File: src/rtl/decoder_pipe.sv
// Registered 3-to-8 one-hot decoder behind a 2-entry valid/ready FIFO, with a wrapping delivered-word counter.
// Optional build macro DEC_HOLD_EN: o0..o7 keep the last delivered word while out_valid=0.
module decoder_pipe #(
  parameter int CNT_W = 8
) (
  input  logic             clk,
  input  logic             rst,
  input  logic             in_valid,
  output logic             in_ready,
  input  logic             i0,
  input  logic             i1,
  input  logic             i2,
  output logic             out_valid,
  input  logic             out_ready,
  output logic             o0,
  output logic             o1,
  output logic             o2,
  output logic             o3,
  output logic             o4,
  output logic             o5,
  output logic             o6,
  output logic             o7,
  output logic [CNT_W-1:0] dec_cnt
);

  // Handshake: a transfer happens on a rising edge where valid and ready are both high;
  // in_ready is registered, so it never depends combinationally on out_ready.
  logic [2:0]       mem [2];
  logic             wr_ptr;
  logic             rd_ptr;
  logic [1:0]       occ;
  logic [1:0]       occ_next;
  logic             in_ready_q;
  logic [CNT_W-1:0] cnt_q;
  logic [2:0]       code;
  logic             push;
  logic             pop;
  logic [7:0]       head_word;
  logic [7:0]       word;

  assign code      = {i2, i1, i0};
  assign in_ready  = in_ready_q;
  assign out_valid = (occ != 2'd0);
  assign push      = in_valid & in_ready_q;
  assign pop       = out_valid & out_ready;
  assign head_word = 8'd1 << mem[rd_ptr];

  always_comb begin
    occ_next = occ;
    if (push && !pop) begin
      occ_next = occ + 2'd1;
    end else if (pop && !push) begin
      occ_next = occ - 2'd1;
    end
  end

  always_ff @(posedge clk or posedge rst) begin
    if (rst) begin
      mem[0]     <= 3'd0;
      mem[1]     <= 3'd0;
      wr_ptr     <= 1'b0;
      rd_ptr     <= 1'b0;
      occ        <= 2'd0;
      in_ready_q <= 1'b1;
      cnt_q      <= '0;
    end else begin
      if (push) begin
        mem[wr_ptr] <= code;
        wr_ptr      <= ~wr_ptr;
      end
      if (pop) begin
        rd_ptr <= ~rd_ptr;
        cnt_q  <= cnt_q + 1'b1;
      end
      occ        <= occ_next;
      in_ready_q <= (occ_next != 2'd2);
    end
  end

`ifdef DEC_HOLD_EN
  logic [7:0] held_q;

  always_ff @(posedge clk or posedge rst) begin
    if (rst) begin
      held_q <= 8'h00;
    end else if (pop) begin
      held_q <= head_word;
    end
  end

  assign word = out_valid ? head_word : held_q;
`else
  assign word = out_valid ? head_word : 8'h00;
`endif

  assign {o7, o6, o5, o4, o3, o2, o1, o0} = word;
  assign dec_cnt = cnt_q;

endmodule

File: config.mk
export PLATFORM = sky130hd
export DESIGN_NAME = decoder_pipe
export DESIGN_NICKNAME = d
export VERILOG_FILES = /design/src/rtl/decoder_pipe.sv
export SDC_FILE = /design/constraint.sdc
export NUM_CORES = 1
export LEC_CHECK = 0
export BUFFER_PORTS_ARGS = -buffer_cell sky130_fd_sc_hd__buf_2
export CAP_MARGIN = 20
export CORE_MARGIN = 1.5
export CORE_UTILIZATION = 48
export DETAILED_ROUTE_END_ITERATION = 16
export GPL_TIMING_DRIVEN = 0
export PLACE_DENSITY = 0.84
export SLEW_MARGIN = 20
export SYNTH_ARGS = -nofsm -noshare
export SYNTH_HDL_FRONTEND = slang
export SYNTH_SLANG_ARGS = --single-unit
File: constraint.sdc
create_clock -name clk -period 3.4 [get_ports clk]
set_input_delay 0.17 -clock clk [delete_from_list [all_inputs] [get_ports clk]]
set_output_delay 0.17 -clock clk [all_outputs]
set_load 0.1 [all_outputs]
-- Word-level counts from Yosys, hierarchy flattened
Cells that the tools add are included.
- register bits: 19
- input port bits: 7
- output and inout port bits: 18
- logic and storage cells: 36
- $add $sub $neg: 3
- magnitude comparators: 3
- equal/unequal tests: 1
- shift-type cells: 1
- muxes and demuxes: 9
- bitwise logic cells: 6
- reductions and logical operators: 6
- operators with widths (kind ; count):
    2-to-1 mux 3 bit ; 4
    adder 8 x 1 -> 8 bit, second input constant ; 1
    2-to-1 mux 8 bit ; 1
    << shifter 1 x 3 -> 8 bit, first input constant ; 1
    bitwise mux 6 bit ; 1
    greater-or-equal comparator 2 bit, second input constant ; 2
    2-to-1 mux 2 bit ; 2
    inverter 1 -> 2 bit ; 2
    demux 3 bit (select 1 bit) ; 1
    logical AND 1 bit ; 3
    adder 2 x 1 -> 2 bit, second input constant ; 1
    AND 1 bit ; 2
    zero test 1 bit ; 2
    less-than comparator 2 x 1 -> 1 bit, second input constant ; 1
    != test 2 bit, second input constant ; 1
    inverter 1 bit ; 2
    nonzero test 2 bit ; 1
    subtractor 2 x 1 -> 2 bit, second input constant ; 1

-- Logic depth before layout (Yosys ltp)
- depth after elaboration: 6
- mapped depth: 6
- mapped depth without buffers: 5

-- Worst setup path before layout
Ideal clock, no wire load.
- path kind: flip-flop to output port
- from: register occ[0]
- to: output port o0
- data arrival time: 2.819 ns
- data required time: 3.230 ns
- slack: 0.411 ns
- cell stages (with the launch flop): 6
- path buffers: 0
- cell sequence: dfrtp_1 -> inv_1 -> ha_1 -> inv_1 -> nand2_1 -> nor2_1
- longest elaborated chain between the ends: 2
- RTL lines (what ; line ; RTL):
    start, declared ; 31 ; logic [1:0] occ;
    start signal, assigned ; 75 ; occ <= occ_next;
    nonzero test 2 bit ; 43 ; assign out_valid = (occ != 2'd0);
    via out_valid ; 13 ; output logic out_valid,
    2-to-1 mux 8 bit ; 93 ; assign word = out_valid ? head_word : 8'h00;
    end, declared ; 15 ; output logic o0,
The timed path passes the listed nets, and every way through them passes these cells.

-- Worst setup path in the final report
- from: register occ[0]
- to: output port o5
- longest elaborated chain between the ends: 2
- RTL lines (what ; line ; RTL):
    nonzero test 2 bit ; 43 ;
    2-to-1 mux 8 bit ; 93 ;
    end, declared ; 20 ; output logic o5,
No other way between the ends.

==> impl_metrics.env <==
export IMPL_path_clk_slew_ns=0.11
export IMPL_hpwl_microns=1420
export IMPL_clk_latency_ns=0.29
export IMPL_worst_pin_slew_ns=0.690
export IMPL_worst_ep_required_time_ns=3.23
export IMPL_worst_path_max_fanout=5
export IMPL_yosysMostFrequentCell="dfrtp_1"
export IMPL_slowest_stage="dfrtp_1"
export IMPL_crit_end="o5"
export IMPL_syn_num_nets=95
export IMPL_synth_largest_area_cell="dfrtp_1"
export IMPL_critPathArrivalTime_ns=1.88
export IMPL_yosysUniqueCellTypes=28
export IMPL_fin_crit_sh_pct=60.4
export IMPL_syn_to_final_growth_pct=19.6
export IMPL_via_per_inst=5.15
export IMPL_clock_sinks=19
export IMPL_setup_worst_path_start="occ[0]"
export IMPL_cts_tree="yes"
export IMPL_synth_top_family_by_area="simple AND/OR/NAND/NOR gates"
export IMPL_path_delay_family="buffers and inverters"
export IMPL_ys_warn_count=0
export IMPL_antenna_found_initial=0
export IMPL_hold_depth=2
export IMPL_cp_slowest_stage_delay_ns=0.44
export IMPL_setup_viol=0
export IMPL_synthTopCellsByArea="dfrtp_1 46%, mux2_2 8.1%, xnor2_1 7.2%"
export IMPL_startpoint_type="register"
export IMPL_post_drt_wl_per_cell_microns=12.7
export IMPL_crit_path_cell_trace="inv_1 > ha_1 > or2_1 > nor2_1 > buf_2"
export IMPL_synth_fa_ha_area_share_pct=2.57
export IMPL_drv_cap=0
export IMPL_dieArea_sq_mm=0.00231
export IMPL_cts_buffer_depth=2
export IMPL_synth_seq_cells=19
export IMPL_synth_top_area_share_pct=46.2
export IMPL_die_h_microns=48.1
export IMPL_num_rows=16
export IMPL_hold_violations=0
export IMPL_drt_initial_drc_count=8
export IMPL_synth_xor_xnor_area_share_pct=10.7
export IMPL_postSynthCellCount=86
export IMPL_cts_root_buffer="clkbuf_4"
export IMPL_routabilityCongestion=0.676
export IMPL_first_global_vias=682
export IMPL_grt_use_total_pct=17.4
export IMPL_vias=731
export IMPL_ys_async_sr_fraction_pct=100
export IMPL_reg2reg_to="dec_cnt[1]"
export IMPL_yosysSeqAreaShare_pct=48.9
export IMPL_post_cts_buffers=0
export IMPL_rrSetupSlack_ns=1.82
export IMPL_ios=25
export IMPL_initial_core_util_pct=50.2
export IMPL_fin_hold_ws_ns=0.119
export IMPL_fmax_mhz=487
export IMPL_synth_compound_area_share_pct=4.88
export IMPL_fin_nets=125
export IMPL_postRouteAntennaNets=0
export IMPL_fin_skew_ns=0.00588
export IMPL_period_minus_slack_ns=2.05
export IMPL_synthMuxAreaShare_pct=13.4
export IMPL_worst_path_stages=5
export IMPL_end_kind="output port"
export IMPL_grt_pass1_wl_microns=2790
export IMPL_hold_class="input pin to register"
export IMPL_drive_above_1_share_pct=36.5
export IMPL_first_pass_iters=4
export IMPL_grt_max_degree=20
export IMPL_status="finished clean"
export IMPL_port_buffers=24
export IMPL_critPathBufInv=2
export IMPL_netlist_top_cells_count="18 x dfrtp_1, 9 x nor2_1, 8 x xnor2_1"
export IMPL_synth_area_per_cell_sq_um=11.3
export IMPL_fin_ws_ns=1.35
export IMPL_synth_edff_count=0
export IMPL_r2r_cells=5
export IMPL_fp_dieW_microns=48.1
export IMPL_synth_area_sq_um=975
export IMPL_wirelength_microns=1810
export IMPL_yosys_area_share_simple_pct=15.0
export IMPL_final_core_utilization_pct=60.1
export IMPL_num_antenna_cells=0
export IMPL_drc=0
export IMPL_place_ws_ns=1.68
export IMPL_rsz0062_at_grt="false"
export IMPL_final_setup_tns_ns=0
export IMPL_finalMaxSlewViolations=0
export IMPL_cts_buffers=3
export IMPL_grt_overflow_total=0
export IMPL_synth_flop_cell="dfrtp_1"
export IMPL_r2r_start="occ[0]"
export IMPL_crit_type="register to output port"
export IMPL_relSlewSlack_pct=54.0
export IMPL_cts_htree_levels=1
export IMPL_coreArea_sq_mm=0.00194
[state kept, by name, summed over array words and instances (netlist names)]
signal and flops:
dec_cnt 8, in_ready 1, mem 6, occ 2
rd_ptr 1, wr_ptr 1
[metal layers]
metal,GRT usage (%),share of wire (%),routed length [microns]
met5,0,0,0
met4,6.49,0.44,8
met3,3.40,1.9,34
met2,28.5,54,972
met1,22.8,44,789
[cell usage in the layout, fill, tap and decap left out, types with 2 or more instances in the layout]
| cell type | count |
|---|---|
| nand2_1 | 4 |
| xor2_1 | 2 |
| mux2i_1 | 4 |
| ha_1 | 2 |
| a32oi_1 | 4 |
| clkbuf_4 | 3 |
| mux2_2 | 7 |
| nand4_1 | 4 |
| nor2_1 | 9 |
| inv_1 | 7 |
| xnor2_1 | 8 |
| dfrtp_1 | 18 |
| buf_2 | 24 |
[layout make-up]
class | count | area [sq um]
plain buffers | 2 | 18.8
clock buffers | 3 | 22.5
well taps | 27 | 33.8
flip-flops and latches | 19 | 477
fillers | 165 | 776
repair buffers | 25 | 130
clock inverters | 1 | 5.00
inverters | 7 | 26.3
multi-input cells | 58 | 453
[cells by family after synthesis]
logic type,count (synthesis)
and+or+nand+nor,27
DFF,19
muxes,12
xor gates and xnor gates,11
buffers and inverters,9
AOI/OAI and AO/OA,6
adders and majority gates,2
[worst min-delay path by stage]
stage | startpoint | endpoint
after detailed placement | rst | rd_ptr
after global placement | rst | dec_cnt[7]
after CTS | i0 | mem[0]
after global routing | i0 | mem[0]
final | i0 | mem[0]
after floorplan | rst | dec_cnt[0]
[timing repair]
| action | CTS | global route |
|---|---|---|
| hold endpoints to repair | 18 | 0 |
| hold buffers | 1 | 0 |
| resized for setup | 0 | 0 |
[through the flow]
stage                     std cells  instance area, sq um
after floorplan                  86                   975
after global placement          137                  1130
after detailed placement        137                  1130
after CTS                       142                  1170
after global routing            142                  1170
final                           142                  1170
Power is not shown: default switching activity piles up to over one toggle a cycle in this logic, so the estimate is an artifact.
